**src/rtl/ets_delay_sweep.sv**
```systemverilog
// ets_delay_sweep: steps the PLL dynamic delay word across a range, settling and capturing at each point.
// Optional build macro ETS_SWEEP_LOCK_WAIT_EN gates settle exit and capture on pll_lock.
`default_nettype none

module ets_delay_sweep #(
   parameter int DELAY_WIDTH       = 8,
   parameter int SETTLE_CYCLES     = 64,
   parameter int CAPTURE_CYCLES    = 16,
   parameter int SWEEP_COUNT_WIDTH = 16
) (
   input  logic                         clk,
   input  logic                         resetb,
   input  logic                         start,
   input  logic                         abort,
   input  logic                         continuous,
   input  logic [DELAY_WIDTH-1:0]       start_delay,
   input  logic [DELAY_WIDTH-1:0]       stop_delay,
   input  logic [DELAY_WIDTH-1:0]       step,
   input  logic                         pll_lock,
   output logic [DELAY_WIDTH-1:0]       delay,
   output logic                         capture_en,
   output logic                         point_valid,
   input  logic                         point_ready,
   output logic [DELAY_WIDTH-1:0]       point_delay,
   output logic [DELAY_WIDTH-1:0]       point_index,
   output logic [SWEEP_COUNT_WIDTH-1:0] sweep_count,
   output logic                         busy,
   output logic                         done
);

   localparam int MAX_CYC = (SETTLE_CYCLES > CAPTURE_CYCLES) ? SETTLE_CYCLES : CAPTURE_CYCLES;
   localparam int CNT_W   = (MAX_CYC > 1) ? $clog2(MAX_CYC) : 1;
   localparam logic [CNT_W-1:0] SETTLE_LOAD  = CNT_W'(SETTLE_CYCLES - 1);
   localparam logic [CNT_W-1:0] CAPTURE_LOAD = CNT_W'(CAPTURE_CYCLES - 1);

   typedef enum logic [1:0] {
      ST_IDLE    = 2'd0,
      ST_SETTLE  = 2'd1,
      ST_CAPTURE = 2'd2,
      ST_HANDOFF = 2'd3
   } state_t;

   state_t                       state_q, state_d;
   logic [CNT_W-1:0]             cnt_q, cnt_d;
   logic [DELAY_WIDTH-1:0]       delay_q, delay_d;
   logic [DELAY_WIDTH-1:0]       start_cfg_q, start_cfg_d;
   logic [DELAY_WIDTH-1:0]       stop_cfg_q, stop_cfg_d;
   logic [DELAY_WIDTH-1:0]       step_cfg_q, step_cfg_d;
   logic                         cont_q, cont_d;
   logic                         capture_en_q, capture_en_d;
   logic                         point_valid_q, point_valid_d;
   logic [DELAY_WIDTH-1:0]       point_delay_q, point_delay_d;
   logic [DELAY_WIDTH-1:0]       point_index_q, point_index_d;
   logic [SWEEP_COUNT_WIDTH-1:0] sweep_count_q, sweep_count_d;
   logic                         busy_q, busy_d;
   logic                         done_q, done_d;

   logic                         lock_ok;
   logic [DELAY_WIDTH:0]         next_delay;

`ifdef ETS_SWEEP_LOCK_WAIT_EN
   assign lock_ok = pll_lock;
`else
   logic unused_pll_lock;
   assign unused_pll_lock = pll_lock;
   assign lock_ok         = 1'b1;
`endif

   // One extra bit so a step past the top of the range is seen as overflow, not wrap.
   assign next_delay = {1'b0, delay_q} + {1'b0, step_cfg_q};

   always_comb begin
      state_d       = state_q;
      cnt_d         = cnt_q;
      delay_d       = delay_q;
      start_cfg_d   = start_cfg_q;
      stop_cfg_d    = stop_cfg_q;
      step_cfg_d    = step_cfg_q;
      cont_d        = cont_q;
      capture_en_d  = capture_en_q;
      point_valid_d = point_valid_q;
      point_delay_d = point_delay_q;
      point_index_d = point_index_q;
      sweep_count_d = sweep_count_q;
      done_d        = 1'b0;

      case (state_q)
         ST_IDLE: begin
            if (start && !abort) begin
               start_cfg_d   = start_delay;
               stop_cfg_d    = stop_delay;
               step_cfg_d    = (step == '0) ? DELAY_WIDTH'(1) : step;
               cont_d        = continuous;
               delay_d       = start_delay;
               point_index_d = '0;
               sweep_count_d = '0;
               cnt_d         = SETTLE_LOAD;
               state_d       = ST_SETTLE;
            end
         end
         ST_SETTLE: begin
            if (cnt_q != '0) begin
               cnt_d = cnt_q - 1'b1;
            end else if (lock_ok) begin
               cnt_d        = CAPTURE_LOAD;
               capture_en_d = 1'b1;
               state_d      = ST_CAPTURE;
            end
         end
         ST_CAPTURE: begin
            if (!lock_ok) begin
               cnt_d        = SETTLE_LOAD;
               capture_en_d = 1'b0;
               state_d      = ST_SETTLE;
            end else if (cnt_q != '0) begin
               cnt_d = cnt_q - 1'b1;
            end else begin
               capture_en_d  = 1'b0;
               point_valid_d = 1'b1;
               point_delay_d = delay_q;
               state_d       = ST_HANDOFF;
            end
         end
         ST_HANDOFF: begin
            if (point_ready) begin
               point_valid_d = 1'b0;
               if (next_delay <= {1'b0, stop_cfg_q}) begin
                  delay_d       = next_delay[DELAY_WIDTH-1:0];
                  point_index_d = point_index_q + 1'b1;
                  cnt_d         = SETTLE_LOAD;
                  state_d       = ST_SETTLE;
               end else if (cont_q) begin
                  delay_d       = start_cfg_q;
                  point_index_d = '0;
                  sweep_count_d = sweep_count_q + 1'b1;
                  cnt_d         = SETTLE_LOAD;
                  state_d       = ST_SETTLE;
               end else begin
                  sweep_count_d = sweep_count_q + 1'b1;
                  done_d        = 1'b1;
                  state_d       = ST_IDLE;
               end
            end
         end
         default: state_d = ST_IDLE;
      endcase

      // Abort overrides everything above, including a same-cycle handshake.
      if (abort && (state_q != ST_IDLE)) begin
         state_d       = ST_IDLE;
         capture_en_d  = 1'b0;
         point_valid_d = 1'b0;
         done_d        = 1'b0;
         delay_d       = delay_q;
         point_index_d = point_index_q;
         sweep_count_d = sweep_count_q;
      end

      busy_d = (state_d != ST_IDLE);
   end

   always_ff @(posedge clk) begin
      if (!resetb) begin
         state_q       <= ST_IDLE;
         cnt_q         <= '0;
         delay_q       <= '0;
         start_cfg_q   <= '0;
         stop_cfg_q    <= '0;
         step_cfg_q    <= '0;
         cont_q        <= 1'b0;
         capture_en_q  <= 1'b0;
         point_valid_q <= 1'b0;
         point_delay_q <= '0;
         point_index_q <= '0;
         sweep_count_q <= '0;
         busy_q        <= 1'b0;
         done_q        <= 1'b0;
      end else begin
         state_q       <= state_d;
         cnt_q         <= cnt_d;
         delay_q       <= delay_d;
         start_cfg_q   <= start_cfg_d;
         stop_cfg_q    <= stop_cfg_d;
         step_cfg_q    <= step_cfg_d;
         cont_q        <= cont_d;
         capture_en_q  <= capture_en_d;
         point_valid_q <= point_valid_d;
         point_delay_q <= point_delay_d;
         point_index_q <= point_index_d;
         sweep_count_q <= sweep_count_d;
         busy_q        <= busy_d;
         done_q        <= done_d;
      end
   end

   assign delay       = delay_q;
   assign capture_en  = capture_en_q;
   assign point_valid = point_valid_q;
   assign point_delay = point_delay_q;
   assign point_index = point_index_q;
   assign sweep_count = sweep_count_q;
   assign busy        = busy_q;
   assign done        = done_q;

endmodule

`default_nettype wire
```
**config.mk**
```make
export PLATFORM = sky130hd
export DESIGN_NAME = ets_delay_sweep
export DESIGN_NICKNAME = d
export VERILOG_FILES = /design/src/rtl/ets_delay_sweep.sv
export SDC_FILE = /design/constraint.sdc
export NUM_CORES = 1
export LEC_CHECK = 0
export ABC_CLOCK_PERIOD_IN_PS = 7870
export CORE_ASPECT_RATIO = 1.25
export CORE_MARGIN = 1
export CORE_UTILIZATION = 40
export CTS_CLUSTER_DIAMETER = 120
export DETAILED_ROUTE_END_ITERATION = 16
export PLACE_DENSITY_LB_ADDON = 0.2
export SETUP_SLACK_MARGIN = 0.3
export SLEW_MARGIN = 40
export SYNTH_ARGS = -nofsm -noshare
export SYNTH_HDL_FRONTEND = slang
export SYNTH_SLANG_ARGS = --single-unit
```
**constraint.sdc**
```tcl
create_clock -name clk -period 7.87 [get_ports clk]
set_input_delay 0.787 -clock clk [delete_from_list [all_inputs] [get_ports clk]]
set_output_delay 0.787 -clock clk [all_outputs]
set_load 0.1 [all_outputs]
```
==> Word-level counts from Yosys, hierarchy flattened <==
Cells that the tools add are included.
{ "word_totals": {"reg_bits": 77, "mem_count": 0, "elab_cells": 90, "latchBits": 0, "out_inout_bits": 44, "input_bits": 31, "ramBits": 0, "romBits": 0} }
{ "classes": {"multipliers": 0, "bitwise_logic": 5, "n_shift": 0, "n_eq_ne": 10, "n_addsub": 4, "muxes": 36, "magnitude_cmp": 1, "reduce_logical": 20, "div_mod_pow": 0} }
{ "op_table": {"columns": ["operator", "n"], "rows": [
  ["2-to-1 mux 8 bit", 9],
  ["2-to-1 mux 16 bit", 3],
  ["2-to-1 mux 6 bit", 6],
  ["case mux 16 bit (2 select lines)", 1],
  ["case mux 8 bit (2 select lines)", 2],
  ["case mux 6 bit (4 select lines)", 1],
  ["adder 16 x 1 -> 16 bit, second input constant", 1],
  ["inequality test 2 bit, second input constant", 6],
  ["2-to-1 mux 2 bit", 5],
  ["AND reduction 5 bit", 2],
  ["nonzero test 2 bit", 5],
  ["adder 8 x 8 -> 9 bit", 1],
  ["<= comparator 9 x 8 -> 1 bit", 1],
  ["adder 8 x 1 -> 8 bit, second input constant", 1],
  ["zero test 8 bit", 1],
  ["case mux 2 bit (4 select lines)", 1],
  ["2-to-1 mux 1 bit", 6],
  ["AND reduction 3 bit", 2],
  ["nonzero test 6 bit", 1],
  ["subtractor 6 x 1 -> 6 bit, second input constant", 1],
  ["NOT 1 bit", 5],
  ["OR reduction 5 bit", 1],
  ["equality test 2 bit, second input constant", 2],
  ["case mux 1 bit (2 select lines)", 2],
  ["8 further kinds", 10]
]} }

==> Longest topological paths before layout <==
Gate-level depths: netlist of run 1.
{ "logic_depth": {"depth_word": 7, "depth_mapped": 16, "ltp_nobuf": 14} }

==> Least setup slack after synthesis of run 1 <==
OpenSTA, ideal clock, no wires.
{ "synth_path": {"path_kind": "register to register", "startpoint": "register delay_q[0] (netlist: delay[0])", "endpoint": "register sweep_count_q[7] (netlist: sweep_count[7])", "setup_time_ps": 116, "stages_incl_launch_ff": 17, "setup_slack_ps": 3771, "path_buffers": 2, "arrival_time_ps": 3983, "period_less_slack_ps": 4099, "required_ps": 7754, "path_cell_list": "dfxtp_1 -> ha_1 -> inv_1 -> fa_1 -> nor2b_1 -> o31a_4 -> nor4_1 -> nor3_1 -> ha_1 -> a22oi_1 -> nand2_1 -> or3_1 -> buf_6 -> a211oi_4 -> buf_6 -> nor2_1 -> a31o_1"} }
{ "synth_between": {"elab_chain_cells": 4} }
{ "synth_lines": {"columns": ["item", "line_no", "text"], "rows": [
  ["from (decl)", "45", "logic [DELAY_WIDTH-1:0] delay_q, delay_d;"],
  ["from (signal assigned)", "181", "delay_q <= delay_d;"],
  ["adder 8 x 8 -> 9 bit", "70", "assign next_delay = {1'b0, delay_q} + {1'b0, step_cfg_q};"],
  ["<= comparator 9 x 8 -> 1 bit", "127", "if (next_delay <= {1'b0, stop_cfg_q}) begin"],
  ["inequality test 2 bit (no line)", null, null],
  ["AND reduction 5 bit (no line)", null, null],
  ["to (signal assigned)", "190", "sweep_count_q <= sweep_count_d;"],
  ["to (decl)", "54", "logic [SWEEP_COUNT_WIDTH-1:0] sweep_count_q, sweep_count_d;"]
]} }
No other way between the ends.
A chain may end at the register's enable or synchronous reset.

==> Worst setup path after layout of run 1 <==
{ "layout_path": {"startpoint": "register delay_q[2] (netlist: delay[2])", "endpoint": "register sweep_count_q[14] (netlist: sweep_count[14])"} }
Same word-level chain as after synthesis.

==> summary.md, run 1 <==
| Metric | Value |
|---|---|
| Fin nets | 683 |
| P per Cell Area | approximately 400 nW/um2 |
| Worst VDD drop | ~280 uV |
| FF+latch count, synth | 77 |
| Detailed-route DRC error count | 0 |
| Global-route wire length before repair | 20280 um |
| Post-synth cell types | 59 |
| Worst Path Arrival | around 4.3 ns |
| Status | completed |
| Crit-path max cell delay | 0.75 ns |
| Io pins | 75 |
| Post-synth top flop | dfxtp_1 |
| CP endpoint | sweep_count[14] |
| Max-cap violation count | 0 |
| Crit. End Element | flop |
| Clock Sinks | 77 |
| Final WL | around 13000 um |
| Worst-margin pin slew | 0.8219 ns |
| Tcrit/Tclk final | 52.35% |
| Initial Utilization | 41.74% |
| Setup_tns | 0 ns |
| Setup Skew | about 0.0056 ns |
| Initial antenna violation count | 0 |
| Total global-route track usage | ~23% |
| Clock Root Buffer | clkbuf_16 |
| Cell area after placement | 5050 um2 |
| Post-placement setup slack | ~3.8 ns |
| CP Class | flop to flop |
| Iter 0 DRT Violations | 299 |
| Clock buffer depth | 2 |
| CTS Hold Bufs | 0 |
| Final non-filler cell total | 764 |
| Tmin final | 4.120 ns |
| Mapped cell area | between 4000 and 5000 um2 |
| Via count | approximately 4500 |
| Number of synthesized flops with an enable pin | 0 |
| Critical path buffers and inverters | 0 |
| Routed wire per std cell | approximately 17 um |
| Final Hold Vio Count | 0 |
| Critical R2R Capture | sweep_count[14] |
| CTS resizes | 0 |
| Final Instance Area | roughly 5400 um2 |
| Die height | 120.2 um |
| DIE WIDTH | 96.60 um |
| Net Count, Synth | between 600 and 700 |
| Max Clk Rate | 0.2427 GHz |
| Leakage | 0.002165 uW |
| Warnings from Yosys | 0 |
| Slew Limit Fails | 0 |
| Skew-Pair Late Insertion Delay | 0.34 ns |
| Core Box Area | 10720 um2 |
| Row cnt | 42 |
| Hold slack | 0.4539 ns |
| CTS H-tree lvls | 3 |
| Worst R2R Setup Slack | ~3.8 ns |
| Avg Cell Area, Syn | 7.822 um2 |
| Final setup margin | roughly 3.8 ns |
| Final setup vio count | 0 |
| Setup bufs post-CTS | 0 |
| Worst path cell trace | ha_1 -> nor2b_1 -> o31a_4 -> o31a_1 -> nor3_1 -> ha_1 -> a22oi_1 -> nand2_1 -> or3_1 -> a211oi_4 -> nor4_1 -> mux2i_1 |
| GPL Wtd Cong | 0.8368 |
| Hold/Removal Path Class | flop to flop |
| Total gr overflow | 0 |
| Hpwl dp | 9062 um |
| Die ar. | 11620 um2 |
| Worst Setup SP | delay[2] |
| Worst R2R Start | delay[2] |
| Clk slew on worst S/H paths | approximately 0.060 ns |
| Max FO, Critical Path | 19 |
| Post-route ant nets | 0 |
| P&R area growth vs syn | 20.64% |
| Post-DR vias/cell | 5.860 |
| Vias in the first global route | 4070 |
| Number of diodes | 0 |
| Buffers on Ports | 73 |
| CTS buffer count | 9 |
| Async SR Flop Fraction | 0% |
| Placed insts | roughly 750 |
| Relative slew slack | 45.21% |
| Worst path depth | 12 |
| CTS tree | done |
| Layout cell share with drive strength beyond 1 | 12.82% |
| FF-to-FF path depth | 12 |
| Required @ worst endpoint | around 8.1 ns |
| Sequential area share after synthesis | 34.45% |
| Worst setup SP type | flop |
| Crit-path slowest cell | a211oi_4 |
| CP dominant cell by count | ha_1 |
| First drt pass iteration count | 5 |
| Crit path max-delay family | compound AO/OA/AOI/OAI gates |
| Gate Count Post-Synth | 572 |
| Largest net degree at the start of global routing | 51 |
| RSZ-0062 raised after global routing | no |
## cell usage after synthesis, types with 3 or more instances
library cell	instances	area, um2
nand2_1	106	397.9
dfxtp_1	77	1541
a21oi_1	54	270.3
nand3_1	28	140.1
inv_1	26	97.59
nor2_1	26	97.59
o21ai_0	25	125.1
ha_1	23	287.8
clkbuf_1	22	82.58
o211ai_1	16	120.1
mux2i_1	15	150.1
or3_1	15	93.84
nor3_1	11	55.05
nor4_1	11	68.82
and3_1	8	50.05
nand4_1	8	50.05
o22ai_1	7	43.79
a211oi_1	5	37.54
a32o_1	5	50.05
buf_2	5	25.02
o31ai_1	5	37.54
xnor2_1	5	43.79
a31oi_1	4	25.02
o21a_1	4	30.03
o41ai_1	4	35.03
a21o_1	3	22.52
buf_6	3	33.78
nand2b_1	3	18.77
o211a_1	3	30.03
or2_2	3	18.77
## cell usage in the layout, fill, tap and decap left out, types with 16 or more instances in the layout
| cell type | n |
|---|---|
| nand2_1 | 106 |
| dfxtp_1 | 77 |
| a21oi_1 | 54 |
| buf_2 | 44 |
| clkdlybuf4s50_1 | 29 |
| nand3_1 | 27 |
| inv_1 | 26 |
| o21ai_0 | 25 |
| nor2_1 | 25 |
| ha_1 | 23 |
| o211ai_1 | 16 |
## worst min-delay path by stage
| stage | startpoint | to | cells after the start |
|---|---|---|---|
| 6_report | point_delay[0] | point_delay[0] | 2 |
| 5_1_grt | stop_cfg_q[6] | stop_cfg_q[6] | 2 |
| 4_1_cts | stop_cfg_q[6] | stop_cfg_q[6] | 2 |
| 3_5_place_dp | stop_cfg_q[6] | stop_cfg_q[6] | 2 |
| 3_3_place_gp | stop_cfg_q[6] | stop_cfg_q[6] | 2 |
| 2_1_floorplan | start_cfg_q[4] | start_cfg_q[4] | 2 |
## metal layers
layer  vias to the layer above  share of wire, %  GRT usage [%]
met3                        25               4.2          3.396
met5                         -                 0              0
met1                      2144                42          27.68
met4                         0               3.1          11.21
met2                       125                51          38.64
li1                       2183                 -              -
## metrics by stage
stage	power [uW]	utilization [%]
2_1_floorplan	1400	-
3_5_place_dp	1628	47.11
4_1_cts	2122	50.35
5_1_grt	2236	50.35
6_report	2127	50.35
3_3_place_gp	1616	48.98
## registers in the layout, summed over array words and instances, names as in the netlist
name / flops
delay: 8
sweep_count: 16
state_q: 2
cnt_q: 6
step_cfg_q: 8
point_delay: 8
point_index: 8
done: 1
cont_q: 1
start_cfg_q: 8
stop_cfg_q: 8
busy: 1
point_valid: 1
capture_en: 1
## area by class of cell
class / count / area [um2]
Multi-Input combinational cell: 437 / 2705
Inverter: 26 / 97.59
Clock inverter: 4 / 95.09
Sequential cell: 77 / 1541
Fill cell: 1091 / 5323
Tap cell: 132 / 165.2
Timing Repair Buffer: 77 / 540.5
Clock buffer: 11 / 252.7
## power breakdown
part           internal, uW  total, uW  switching, uW
registers               445        509           63.2
clock network           325        485            160
logic                   327       1130            806
total                  1100       2130           1030
## cells by family (layout without fill, tap and decap cells)
group,after synthesis,count (layout),share of synthesized area (%)
flip-flops,77,77,34.45
AND/OR/NAND/NOR,232,232,24.44
adder cells (fa/ha/maj),24,24,6.879
AO/OA/AOI/OAI,161,161,24.39
XOR/XNOR,5,5,0.9787
buffers and inverters,58,118,5.509
multiplexers,15,15,3.356
## worst min-delay path, cell delays in order, from the launching register on
cell     delay, ns
dfxtp_1       0.30
nand2_1       0.05
a21oi_1       0.05
No activity file was read; power rests on OpenSTA's default activity.
==> inputs of run 2 (changes only) <==
--- a/config.mk
+++ b/config.mk
@@ -5,7 +5,7 @@
 export SDC_FILE = /design/constraint.sdc
 export NUM_CORES = 1
 export LEC_CHECK = 0
-export ABC_CLOCK_PERIOD_IN_PS = 7870
+export ABC_CLOCK_PERIOD_IN_PS = 4300
 export CORE_ASPECT_RATIO = 1.25
 export CORE_MARGIN = 1
 export CORE_UTILIZATION = 40
==> constraint.sdc (replaced) <==
create_clock -name clk -period 4.3 [get_ports clk]
set_input_delay 0.43 -clock clk [delete_from_list [all_inputs] [get_ports clk]]
set_output_delay 0.43 -clock clk [all_outputs]
set_load 0.1 [all_outputs]
==> run 2 against run 1 <==
Global-route usage is 0.26 points higher; non-clock buffer count rose by 8; design area grew 1.5%; first-iteration DRC count down 17%; largest power group unchanged.
==> summary.md, run 2 (synthesized netlist as in run 1, its figures left out) <==
| Metric | Value |
|---|---|
| Status | completed |
| Layout cell share with drive strength beyond 1 | 14.35% |
| Largest register FFs | 16 |
| Post-DR vias/cell | 5.709 |
| Hold slack | between 0.4 and 0.5 ns |
| Initial Utilization | between 40% and 50% |
| Critical R2R Capture | point_index[7] |
| Max Clk Rate | 0.2583 GHz |
| Final setup vio count | 0 |
| CTS Hold Bufs | 0 |
| Area of the multi-input gates | between 2000 and 3000 um2 |
| Tmin final | 3.872 ns |
| Final WL | 12640 um |
| Final Hold Vio Count | 0 |
| Fin nets | 691 |
| Fill count | 1054 |
| Vias in the first global route | 4200 |
| Crit. End Element | flop |
| Routed wire per std cell | 16.35 um |
| Max FO, Critical Path | 13 |
| Clk slew on worst S/H paths | roughly 0.060 ns |
| Number of diodes | 0 |
| Clock Root Buffer | clkbuf_16 |
| Max-cap violation count | 0 |
| Hold/Removal Path Class | flop to flop |
| Setup_tns | 0 ns |
| DIE WIDTH | a little under 100 um |
| Total global-route track usage | 23.10% |
| CP Class | flop to flop |
| Initial antenna violation count | 0 |
| Row cnt | 42 |
| Worst Setup SP | delay[0] |
| CP endpoint | point_index[7] |
| Largest net degree at the start of global routing | 50 |
| Relative slew slack | 53.32% |
| Worst setup SP type | flop |
| Hpwl dp | approximately 9000 um |
| Clock buffer depth | 2 |
| Detailed-route DRC error count | 0 |
| Commonest non-fill, non-tap cell in the layout | nand2_1 |
| Leakage | 0.002214 uW |
| Worst VDD drop | 395.4 uV |
| Most frequent cells in the layout | nand2_1 (106), dfxtp_1 (74), a21oi_1 (54) |
| Die ar. | 11620 um2 |
| Global-route wire length before repair | 20510 um |
| P per Cell Area | 738.1 nW/um2 |
| Iter 0 DRT Violations | 248 |
| CTS H-tree lvls | 3 |
| Worst Path Arrival | 4.15 ns |
| GPL Wtd Cong | 0.8862 |
| RSZ-0062 raised after global routing | yes |
| CTS buffer count | 9 |
| Via count | 4413 |
| Total gr overflow | 0 |
| First drt pass iteration count | 7 |
| Post-route ant nets | 0 |
| Tcrit/Tclk final | 90.04% |
| Skew-Pair Late Insertion Delay | approximately 0.35 ns |
| Buffers on Ports | 73 |
| P&R area growth vs syn | 22.48% |
| Clock Sinks | 77 |
| FF-to-FF path depth | 14 |
| Worst R2R Setup Slack | approximately 0.43 ns |
| Fin util | 51.12% |
| Setup Skew | 0.009136 ns |
| Required @ worst endpoint | approximately 4.6 ns |
| Slew Limit Fails | 0 |
| Worst R2R Start | delay[0] |
| Core Box Area | 10720 um2 |
| Seq. cell area | 1545 um2 |
| Worst-margin pin slew | 0.6929 ns |
| Io pins | 75 |
| CTS tree | done |
| Die height | 120.2 um |
## run 2: critical path, cell delays in order, from the launching register on
cell	delay [ns]
dfxtp_2	0.34
ha_1	0.23
inv_1	0.08
fa_1	0.19
nor2b_1	0.07
o31a_4	0.30
o31a_1	0.26
nor3_1	0.26
ha_1	0.31
a22oi_1	0.21
nand2_1	0.09
or3_1	0.52
a211o_2	0.49
a211oi_2	0.25
mux2i_1	0.20
## run 2: layout make-up
class	instances	area share [%]
Tap cell	132	3.014
Clock inverter	7	2.511
Sequential cell	77	28.20
Clock buffer	9	4.110
Timing Repair Buffer	85	11.19
Inverter	26	1.781
Multi-Input combinational cell	437	49.20
## run 2: how the worst min path moves through the flow
stage / slack [ns] / startpoint / cells after the start / to
floorplan: 0.44 / start_cfg_q[4] / 2 / start_cfg_q[4]
global placement: 0.44 / stop_cfg_q[3] / 2 / stop_cfg_q[3]
detailed placement: 0.45 / stop_cfg_q[6] / 2 / stop_cfg_q[6]
CTS: 0.46 / stop_cfg_q[6] / 2 / stop_cfg_q[6]
global route: 0.47 / start_cfg_q[2] / 2 / start_cfg_q[2]
finish: 0.45 / stop_cfg_q[1] / 2 / stop_cfg_q[1]
## run 2: power breakdown
group          internal (uW)  switching [uW]
Clock                    624             313
Combinational            711            1480
Sequential               818             100
## run 2: timing repair
action / 4_1_cts / 5_1_grt
setup buffers: 0 / 1
resized for setup: 0 / 1
setup endpoints to repair: 0 / 8
## run 2: routing by layer
metal	part of all wire, %	wire, um	global-route usage [%]	vias up
met5	0	0	0	-
met4	3.8	474	12.50	0
met3	4.3	542	4.214	26
met2	49	6248	37.76	126
met1	43	5374	28.21	2062
li1	-	-	-	2199
## run 2: stage by stage
step | cell area [um2] | power, uW | setup slack (ns) | instances
5_1_grt | 5480 | 4288 | 0.2436 | 773
6_report | 5480 | 4045 | 0.4282 | 773
2_1_floorplan | 4478 | 2565 | 0.3418 | 572
4_1_cts | 5456 | 3956 | 0.4177 | 772
3_3_place_gp | 5308 | 3010 | 0.4600 | 756
3_5_place_dp | 5094 | 3017 | 0.4313 | 756
